==> src/rtl/seven_segment_to_binary_pkg.sv <==
// Shared definitions for the 7-segment display path: active-low segment patterns
// (bit0=a .. bit6=g) and the receive-side converter state encoding.
package seven_segment_to_binary_pkg;

    localparam int SEG_W  = 7;
    localparam int DIGITS = 4;
    localparam int IDX_W  = 2;
    localparam int DIG_W  = 4;

    localparam logic [SEG_W-1:0] SEG_0     = 7'b1000000;
    localparam logic [SEG_W-1:0] SEG_1     = 7'b1111001;
    localparam logic [SEG_W-1:0] SEG_2     = 7'b0100100;
    localparam logic [SEG_W-1:0] SEG_3     = 7'b0110000;
    localparam logic [SEG_W-1:0] SEG_4     = 7'b0011001;
    localparam logic [SEG_W-1:0] SEG_5     = 7'b0010010;
    localparam logic [SEG_W-1:0] SEG_6     = 7'b0000010;
    localparam logic [SEG_W-1:0] SEG_7     = 7'b1111000;
    localparam logic [SEG_W-1:0] SEG_8     = 7'b0000000;
    localparam logic [SEG_W-1:0] SEG_9     = 7'b0010000;
    localparam logic [SEG_W-1:0] SEG_BLANK = 7'b1111111;

    typedef enum logic [1:0] {
        IDLE = 2'd0,
        CONV = 2'd1,
        HOLD = 2'd2
    } state_t;

endpackage

==> src/rtl/seven_segment_to_bcd_decoder.sv <==
// Combinational decode of one active-low 7-segment pattern into a decimal digit.
// Unrecognised patterns yield digit 0 with invalid raised.
module seven_segment_to_bcd_decoder
    import seven_segment_to_binary_pkg::*;
#(
    parameter bit BLANK_IS_ZERO = 1'b1
) (
    input  logic [SEG_W-1:0] segment,
    output logic [DIG_W-1:0] digit,
    output logic             invalid
);

    always_comb begin
        digit   = '0;
        invalid = 1'b0;
        case (segment)
            SEG_0:     digit = 4'd0;
            SEG_1:     digit = 4'd1;
            SEG_2:     digit = 4'd2;
            SEG_3:     digit = 4'd3;
            SEG_4:     digit = 4'd4;
            SEG_5:     digit = 4'd5;
            SEG_6:     digit = 4'd6;
            SEG_7:     digit = 4'd7;
            SEG_8:     digit = 4'd8;
            SEG_9:     digit = 4'd9;
            // A dark digit is a leading-zero suppression unless configured as an error
            SEG_BLANK: invalid = ~BLANK_IS_ZERO;
            default:   invalid = 1'b1;
        endcase
    end

endmodule

==> src/rtl/seven_segment_to_binary.sv <==
// Rebuilds the binary value shown on a four-digit 7-segment display, one digit
// per cycle MSD first, with valid/ready handshakes on both sides.
module seven_segment_to_binary
    import seven_segment_to_binary_pkg::*;
#(
    parameter int OUT_W         = 14,
    parameter bit BLANK_IS_ZERO = 1'b1
) (
    input  logic             clk,
    input  logic             rst_n,
    input  logic             in_valid,
    output logic             in_ready,
    input  logic [SEG_W-1:0] t_segment,
    input  logic [SEG_W-1:0] h_segment,
    input  logic [SEG_W-1:0] d_segment,
    input  logic [SEG_W-1:0] u_segment,
    output logic             out_valid,
    input  logic             out_ready,
    output logic [OUT_W-1:0] out_value,
    output logic             out_err
);

    state_t                        state;
    state_t                        next_state;
    logic [DIGITS-1:0][SEG_W-1:0]  cap_seg;
    logic [IDX_W-1:0]              idx;
    logic [OUT_W-1:0]              acc;
    logic                          err;
    logic [SEG_W-1:0]              sel_seg;
    logic [DIG_W-1:0]              digit;
    logic                          invalid;
    logic [OUT_W-1:0]              acc_next;
    logic                          err_next;
    logic                          accept;
    logic                          last_step;

    function automatic logic [OUT_W-1:0] mul10(input logic [OUT_W-1:0] v);
        return (v << 3) + (v << 1);
    endfunction

    assign in_ready  = rst_n && (state == IDLE);
    assign accept    = in_valid && in_ready;
    assign last_step = (state == CONV) && (idx == IDX_W'(DIGITS - 1));

    // cap_seg[0] holds the thousands digit so the index walks MSD first
    assign sel_seg = cap_seg[idx];

    seven_segment_to_bcd_decoder #(
        .BLANK_IS_ZERO(BLANK_IS_ZERO)
    ) u_decoder (
        .segment (sel_seg),
        .digit   (digit),
        .invalid (invalid)
    );

    assign acc_next = mul10(acc) + OUT_W'(digit);
    assign err_next = err | invalid;

    always_ff @(posedge clk or negedge rst_n) begin
        if (!rst_n) begin
            state <= IDLE;
        end else begin
            state <= next_state;
        end
    end

    always_comb begin
        next_state = state;
        case (state)
            IDLE: if (accept)    next_state = CONV;
            CONV: if (last_step) next_state = HOLD;
            HOLD: if (out_ready) next_state = IDLE;
            default:             next_state = IDLE;
        endcase
    end

    always_ff @(posedge clk or negedge rst_n) begin
        if (!rst_n) begin
            cap_seg   <= '0;
            idx       <= '0;
            acc       <= '0;
            err       <= 1'b0;
            out_valid <= 1'b0;
            out_value <= '0;
            out_err   <= 1'b0;
        end else begin
            case (state)
                IDLE: begin
                    if (accept) begin
                        cap_seg <= {u_segment, d_segment, h_segment, t_segment};
                        idx     <= '0;
                        acc     <= '0;
                        err     <= 1'b0;
                    end
                end
                CONV: begin
                    acc <= acc_next;
                    err <= err_next;
                    idx <= idx + IDX_W'(1);
                    if (last_step) begin
                        out_valid <= 1'b1;
                        // A bad digit poisons the whole reading
                        out_value <= err_next ? '0 : acc_next;
                        out_err   <= err_next;
                    end
                end
                HOLD: begin
                    if (out_ready) begin
                        out_valid <= 1'b0;
                        out_value <= '0;
                        out_err   <= 1'b0;
                    end
                end
                default: ;
            endcase
        end
    end

endmodule

==> config.mk <==
export PLATFORM = sky130hd
export DESIGN_NAME = seven_segment_to_binary
export DESIGN_NICKNAME = d
export VERILOG_FILES = /design/src/rtl/seven_segment_to_binary_pkg.sv /design/src/rtl/seven_segment_to_bcd_decoder.sv /design/src/rtl/seven_segment_to_binary.sv
export SDC_FILE = /design/constraint.sdc
export NUM_CORES = 1
export LEC_CHECK = 0
export ABC_AREA = 0
export BUFFER_PORTS_ARGS = -buffer_cell sky130_fd_sc_hd__buf_2
export CAP_MARGIN = 10
export CORE_MARGIN = 8
export CORE_UTILIZATION = 45
export CTS_CLUSTER_DIAMETER = 150
export CTS_CLUSTER_SIZE = 40
export DETAILED_ROUTE_END_ITERATION = 12
export PLACE_DENSITY = 0.71
export SLEW_MARGIN = 20
export SYNTH_ARGS = -nofsm -noshare
export SYNTH_HDL_FRONTEND = slang
export SYNTH_SLANG_ARGS = --single-unit
==> constraint.sdc <==
create_clock -name clk -period 11.3 [get_ports clk]
set_input_delay 0.565 -clock clk [delete_from_list [all_inputs] [get_ports clk]]
set_output_delay 0.565 -clock clk [all_outputs]
set_load 0.005 [all_outputs]
==> results.ini, run 1 <==
[logic_synthesis]
async_flop_share_pct = 100
ys_warn_count = 0
synth_seq_cells = 62
synth-main-ff-cell = dfrtp_1
ys_seq_area_share_pct = 46.4
avgSynthCellArea_sq_um = 9.42
synthDistinctLibCells = 38
synth_area_sq_um = 3350
synth_fp_nets = 412
postSynthCellCount = 355
synth_edf_count = 0

[setup_path]
rrSetupSlack_ns = 6.92
arrival_ns = 4.57
worstSetupStartpointType = flop
rr_worst_depth = 14
path_class = reg2reg
cp.required_ns = 11.49
reg2reg_from = idx[0]
crit_end = acc[12]
worstSetupEndpointType = flop
crit_start = idx[0]
crit_path_max_fanout = 10
r2r_end = acc[12]

[grt]
grt_usage_pct = 14.5
grt_pass1_wl_um = 12000
antenna_found_initial = 0
overflow = 0
first_global_vias = 2692
grt_max_degree = 64

[final_layout]
area_growth_pct = 15.7
antenna_cells = 0
layout-drive-gt1-share_pct = 21.4
final_nets = 459

[placed_design]
gp_congestion = 0.843
dp_hpwl_um = 4920
numPortBuffers = 48

[clock_tree]
ctsHoldBuffers = 0
cts_root_buffer = clkbuf_8
ctsResizeCount = 0
cts_buffers = 9
cts_tree = yes
cts_num_sinks = 62
clk_pin_slew_worst_paths_ns = 0.07
postCtsSetupBuffers = 0
clock_latency_ns = 0.34
ctsLongestPathBuffers = 2
cts_max_level = 3

[pwr]
p_leak_nw = 1.97
max-vdd-ir-drop_mv = 0.134
p_per_area_nw_per_um2 = 287

[floorplan]
row_count = 31
start_util_pct = 46.4
core_area_sq_um = 7210
die-area_sq_um = 10500
io_pins = 49
chipHeight_um = 102
fp.dieW_um = 102

[routing]
wl_per_cell_um = 13.3
dr_total_vias = 2584
drc_errors = 0
viasPerCell = 5.11
wirelength_um = 6740
first_iter_violations = 65
ant_nets = 0
firstDrtPassIters = 7

[sta]
rsz0062_at_grt = no
fmax_mhz = 228
worst_hold_slack_ns = 0.387
hold_viol = 0
finalCritPeriodShare_pct = 38.8
tns_ns = 0
tightest_slew_ns = 0.887
fin_skew_ns = 0.0108
finalCriticalPeriod_ns = 4.38
drv_slew = 0
setup_viol = 0
maxSlewHeadroom_pct = 40.9

[min_path]
min_path_type = in2async

[flow_run]
maxCapViolations = 0

[status]
status = finished, final reports clean

==> cell type report <==
type / count / area (sq um)
fillers: 665 / 3340
well taps: 99 / 124
repair buffers: 50 / 255
flip-flops and latches: 62 / 1550
clock inverters: 6 / 86.3
inverters: 10 / 37.5
clock buffers: 10 / 128
multi-input cells: 269 / 1690
==> layout by cell type, fill, tap and decap left out, drive strengths merged, types with 6 or more instances in the layout <==
cell type and instances:
clkbuf 10, a21oi 10, xor2 6, dfrtp 62
nand3 18, ha 23, o21ai 40, mux4 7
nor2 7, buf 50, inv 10, nand2 113
==> logic make-up after synthesis <==
| group | synth area share (%) |
|---|---|
| buffers and inverters | 3.14 |
| muxes | 4.71 |
| xor gates and xnor gates | 2.88 |
| DFF | 46.4 |
| AOI/OAI and AO/OA | 13.3 |
| and+or+nand+nor | 19.8 |
| adders and majority gates | 9.80 |
==> worst max-delay path, stage by stage (launching register included) <==
cell and delay (ns):
dfrtp_1 0.65, mux4_2 0.64, nor3_1 0.35, nand2_1 0.10, or2_2 0.30, fa_1 0.37
inv_1 0.07, ha_1 0.26, nor2b_1 0.16, o31ai_1 0.33, a21oi_1 0.17, a311o_1 0.37
a21oi_1 0.17, xor2_1 0.18, o21ai_0 0.09
==> report_power, final <==
part,switching (W),internal [W],total (W)
clock network,0.0000872,0.000124,0.000211
registers,0.0000690,0.000319,0.000388
logic,0.000289,0.000223,0.000512
total,0.000446,0.000666,0.00111
==> synth_stat cells (all sizes together) (2+ instances only) <==
library cell | number | area [sq um]
o21bai | 2 | 15.0
nor3b | 2 | 15.0
fa | 2 | 40.0
inv | 10 | 37.5
dfrtp | 62 | 1550
nand3 | 18 | 95.1
nor3 | 5 | 25.0
mux4 | 7 | 158
xnor2 | 5 | 43.8
nor2b | 4 | 25.0
o31ai | 2 | 15.0
nand2b | 5 | 31.3
buf | 3 | 26.3
a211oi | 2 | 15.0
or2 | 2 | 12.5
a21oi | 10 | 50.1
a31oi | 2 | 12.5
o21ai | 40 | 238
nor2 | 7 | 26.3
a21o | 2 | 15.0
xor2 | 6 | 52.6
ha | 23 | 288
clkbuf | 11 | 41.3
nand2 | 113 | 427
a211o | 2 | 17.5
==> state kept, by name, summed over array words and instances, names as in the netlist <==
register and count:
cap_seg 28, out_valid 1, out_value 14, state 2, out_err 1, idx 2
err 1, acc 13
==> worst min path at each step <==
stage | cells past startpoint | end
finish | 2 | out_value[8]
global route | 3 | cap_seg[10]
CTS | 3 | cap_seg[16]
detailed placement | 2 | cap_seg[25]
global placement | 2 | cap_seg[25]
floorplan | 0 | acc[0]
==> metrics by stage <==
stage	instances	util (%)	total power, W	cell area (sq um)	setup WS, ns
after global placement	490	50.7	0.000892	3660	7.06
after floorplan	355	-	0.000781	3350	7.48
after detailed placement	490	50.7	0.000910	3660	6.90
after CTS	506	53.7	0.00112	3870	6.89
after global routing	506	53.7	0.00121	3870	6.58
final	506	53.7	0.00111	3870	6.92
==> routing by layer <==
layer / global-route usage [%] / wire length (um) / share of wire (%)
met5: 0 / 0 / 0
met1: 16.8 / 3030 / 45
met3: 4.09 / 303 / 4.5
met2: 24.4 / 3270 / 48
met4: 6.32 / 139 / 2.1
Power figures use the tool's default switching activity.
==> inputs of run 2 (changes only) <==
--- a/config.mk
+++ b/config.mk
@@ -13,7 +13,7 @@
 export CTS_CLUSTER_DIAMETER = 150
 export CTS_CLUSTER_SIZE = 40
 export DETAILED_ROUTE_END_ITERATION = 12
-export PLACE_DENSITY = 0.71
+export PLACE_DENSITY = 0.74
 export SLEW_MARGIN = 20
 export SYNTH_ARGS = -nofsm -noshare
 export SYNTH_HDL_FRONTEND = slang
==> constraint.sdc (replaced) <==
create_clock -name clk -period 3.8 [get_ports clk]
set_input_delay 0.19 -clock clk [delete_from_list [all_inputs] [get_ports clk]]
set_output_delay 0.19 -clock clk [all_outputs]
set_load 0.005 [all_outputs]
==> results.ini, run 2 (synthesis gave the netlist of run 1 again) <==
[status]
status = finished with violations
violations = negative setup slack

[final_layout]
layout-drive-gt1-share_pct = 30.7
area_growth_pct = 25.4
nFillCells = 642
final_common_cell = nand2_1
final-seq-area_sq_um = 1550
antenna_cells = 0
multiInputGateArea_sq_um = 1800
largest-register = cap_seg
top_regs = cap_seg (28), out_value (14), acc (13)
final_nets = 485
largest_register_ffs = 28
final_cell_mix = nand2_1, dfrtp_1, buf_2

[floorplan]
row_count = 31
core_area_sq_um = 7210
chipHeight_um = 102
start_util_pct = 46.4
io_pins = 49
die-area_sq_um = 10500
fp.dieW_um = 102

[clock_tree]
cts_root_buffer = clkbuf_8
cts_num_sinks = 62
cts_buffers = 9
clk_pin_slew_worst_paths_ns = 0.07
cts_tree = yes
clock_latency_ns = 0.34
cts_max_level = 3
ctsLongestPathBuffers = 2

[sta]
setup_viol = 3
finalCritPeriodShare_pct = 102
maxSlewHeadroom_pct = 39.3
drv_slew = 0
tightest_slew_ns = 0.909
tns_ns = -0.109
fin_skew_ns = 0.00881
rsz0062_at_grt = yes
hold_viol = 0
fmax_mhz = 258
finalCriticalPeriod_ns = 3.87
setup_slack_ns = -0.0716

[routing]
drc_errors = 0
ant_nets = 0
first_iter_violations = 73
wirelength_um = 7740
dr_total_vias = 2821
viasPerCell = 5.30
wl_per_cell_um = 14.6
firstDrtPassIters = 4

[flow_run]
maxCapViolations = 0

[pwr]
p_switching_w = 0.00149
p_int_w = 0.00228
p_comb_share_pct = 52.9
max-vdd-ir-drop_mv = 0.452
p_clk_share_pct = 16.7
power.share.sequential_pct = 30.5
p_leak_nw = 2.11
p_per_area_nw_per_um2 = 899
switching_share_pct = 39.5

[setup_path]
worstSetupStartpointType = flop
path_class = reg2reg
cp.depth = 15
crit_path_max_fanout = 7
crit_end = acc[12]
arrival_ns = 4.06
critPathTopFamily = compound AO/OA/AOI/OAI gates
rrSetupSlack_ns = -0.07
crit_start = idx[0]
r2r_end = acc[12]
crit_chain = buf_12 -> buf_4 -> mux4_2 -> buf_6 -> or2_4 -> fa_1 -> buf_4 -> fa_2 -> nor2b_2 -> o31ai_2 -> a21oi_2 -> a311o_1 -> a21oi_2 -> xor2_1 -> o21ai_1
cpMaxStageDelayCell = mux4_2
cp.required_ns = 3.99
reg2reg_from = idx[0]
slowest_delay_ns = 0.59
rr_worst_depth = 15
worstSetupEndpointType = flop
crit_buf_inv = 4

[placed_design]
place_ws_ns = -0.158
gp_congestion = 0.815
dp_hpwl_um = 5310
numPortBuffers = 48

[grt]
antenna_found_initial = 0
overflow = 0
grt_usage_pct = 15.7
grt_pass1_wl_um = 13000
first_global_vias = 2921
grt_max_degree = 63

[min_path]
min_path_type = in2reg

-- run 2: worst min path at each step --
stage	start	endpoint	slack [ns]	cells after the start
6_report	d_segment[0]	cap_seg[14]	0.03	3
3_5_place_dp	d_segment[4]	cap_seg[18]	0.38	3
5_1_grt	d_segment[0]	cap_seg[14]	0.03	3
2_1_floorplan	rst_n	acc[0]	-0.11	0
3_3_place_gp	d_segment[5]	cap_seg[19]	0.38	3
4_1_cts	d_segment[4]	cap_seg[18]	0.02	3
-- run 2: final cells by class --
cell class / count / share of cell area (%)
Clock buffer: 12 / 3.46
Multi-Input combinational cell: 269 / 42.8
Sequential cell: 62 / 37.0
Clock inverter: 4 / 1.67
Tap cell: 99 / 2.95
Timing Repair Buffer: 76 / 11.2
Inverter: 10 / 0.895
-- run 2: power groups by stage --
stage                     Combinational (W)  Sequential, W  Clock (W)
after global routing                0.00222        0.00119   0.000670
after CTS                           0.00179        0.00115   0.000643
after floorplan                     0.00124        0.00109          0
final                               0.00199        0.00115   0.000629
after global placement              0.00161        0.00115          0
after detailed placement            0.00168        0.00116          0
-- run 2: per-layer routing --
layer | up-vias | wire, um | global-route usage [%]
met4 | 0 | 174 | 6.43
met1 | 1356 | 3170 | 17.4
met5 | - | 0 | 0
met3 | 17 | 453 | 5.59
li1 | 1365 | - | -
met2 | 83 | 3950 | 26.6
-- run 2: stage by stage --
step           utilization, %  hold slack, ns  area [sq um]  power, W  instances
6_report                 58.1          0.0309          4190   0.00377        532
5_1_grt                  58.1          0.0255          4190   0.00408        532
4_1_cts                  56.4          0.0220          4070   0.00359        525
3_5_place_dp             52.4           0.383          3780   0.00284        504
3_3_place_gp             52.4           0.379          3780   0.00276        504
2_1_floorplan               -          -0.106          3350   0.00233        355
-- run 2: worst register-to-register path: cells and delay by family, from the launching register on --
family / cells / cell delay [ns]
AOI/OAI and AO/OA: 5 / 0.99
xor gates and xnor gates: 1 / 0.21
adders and majority gates: 2 / 0.71
buffers and inverters: 4 / 0.53
DFF: 1 / 0.39
muxes: 1 / 0.59
and+or+nand+nor: 2 / 0.29
-- run 2: timing repair --
action,4_1_cts,5_1_grt
pin swaps,10,20
resized for setup,10,22
buffers inserted,5,7
endpoints found under the setup margin,7,13
hold buffers,0,0
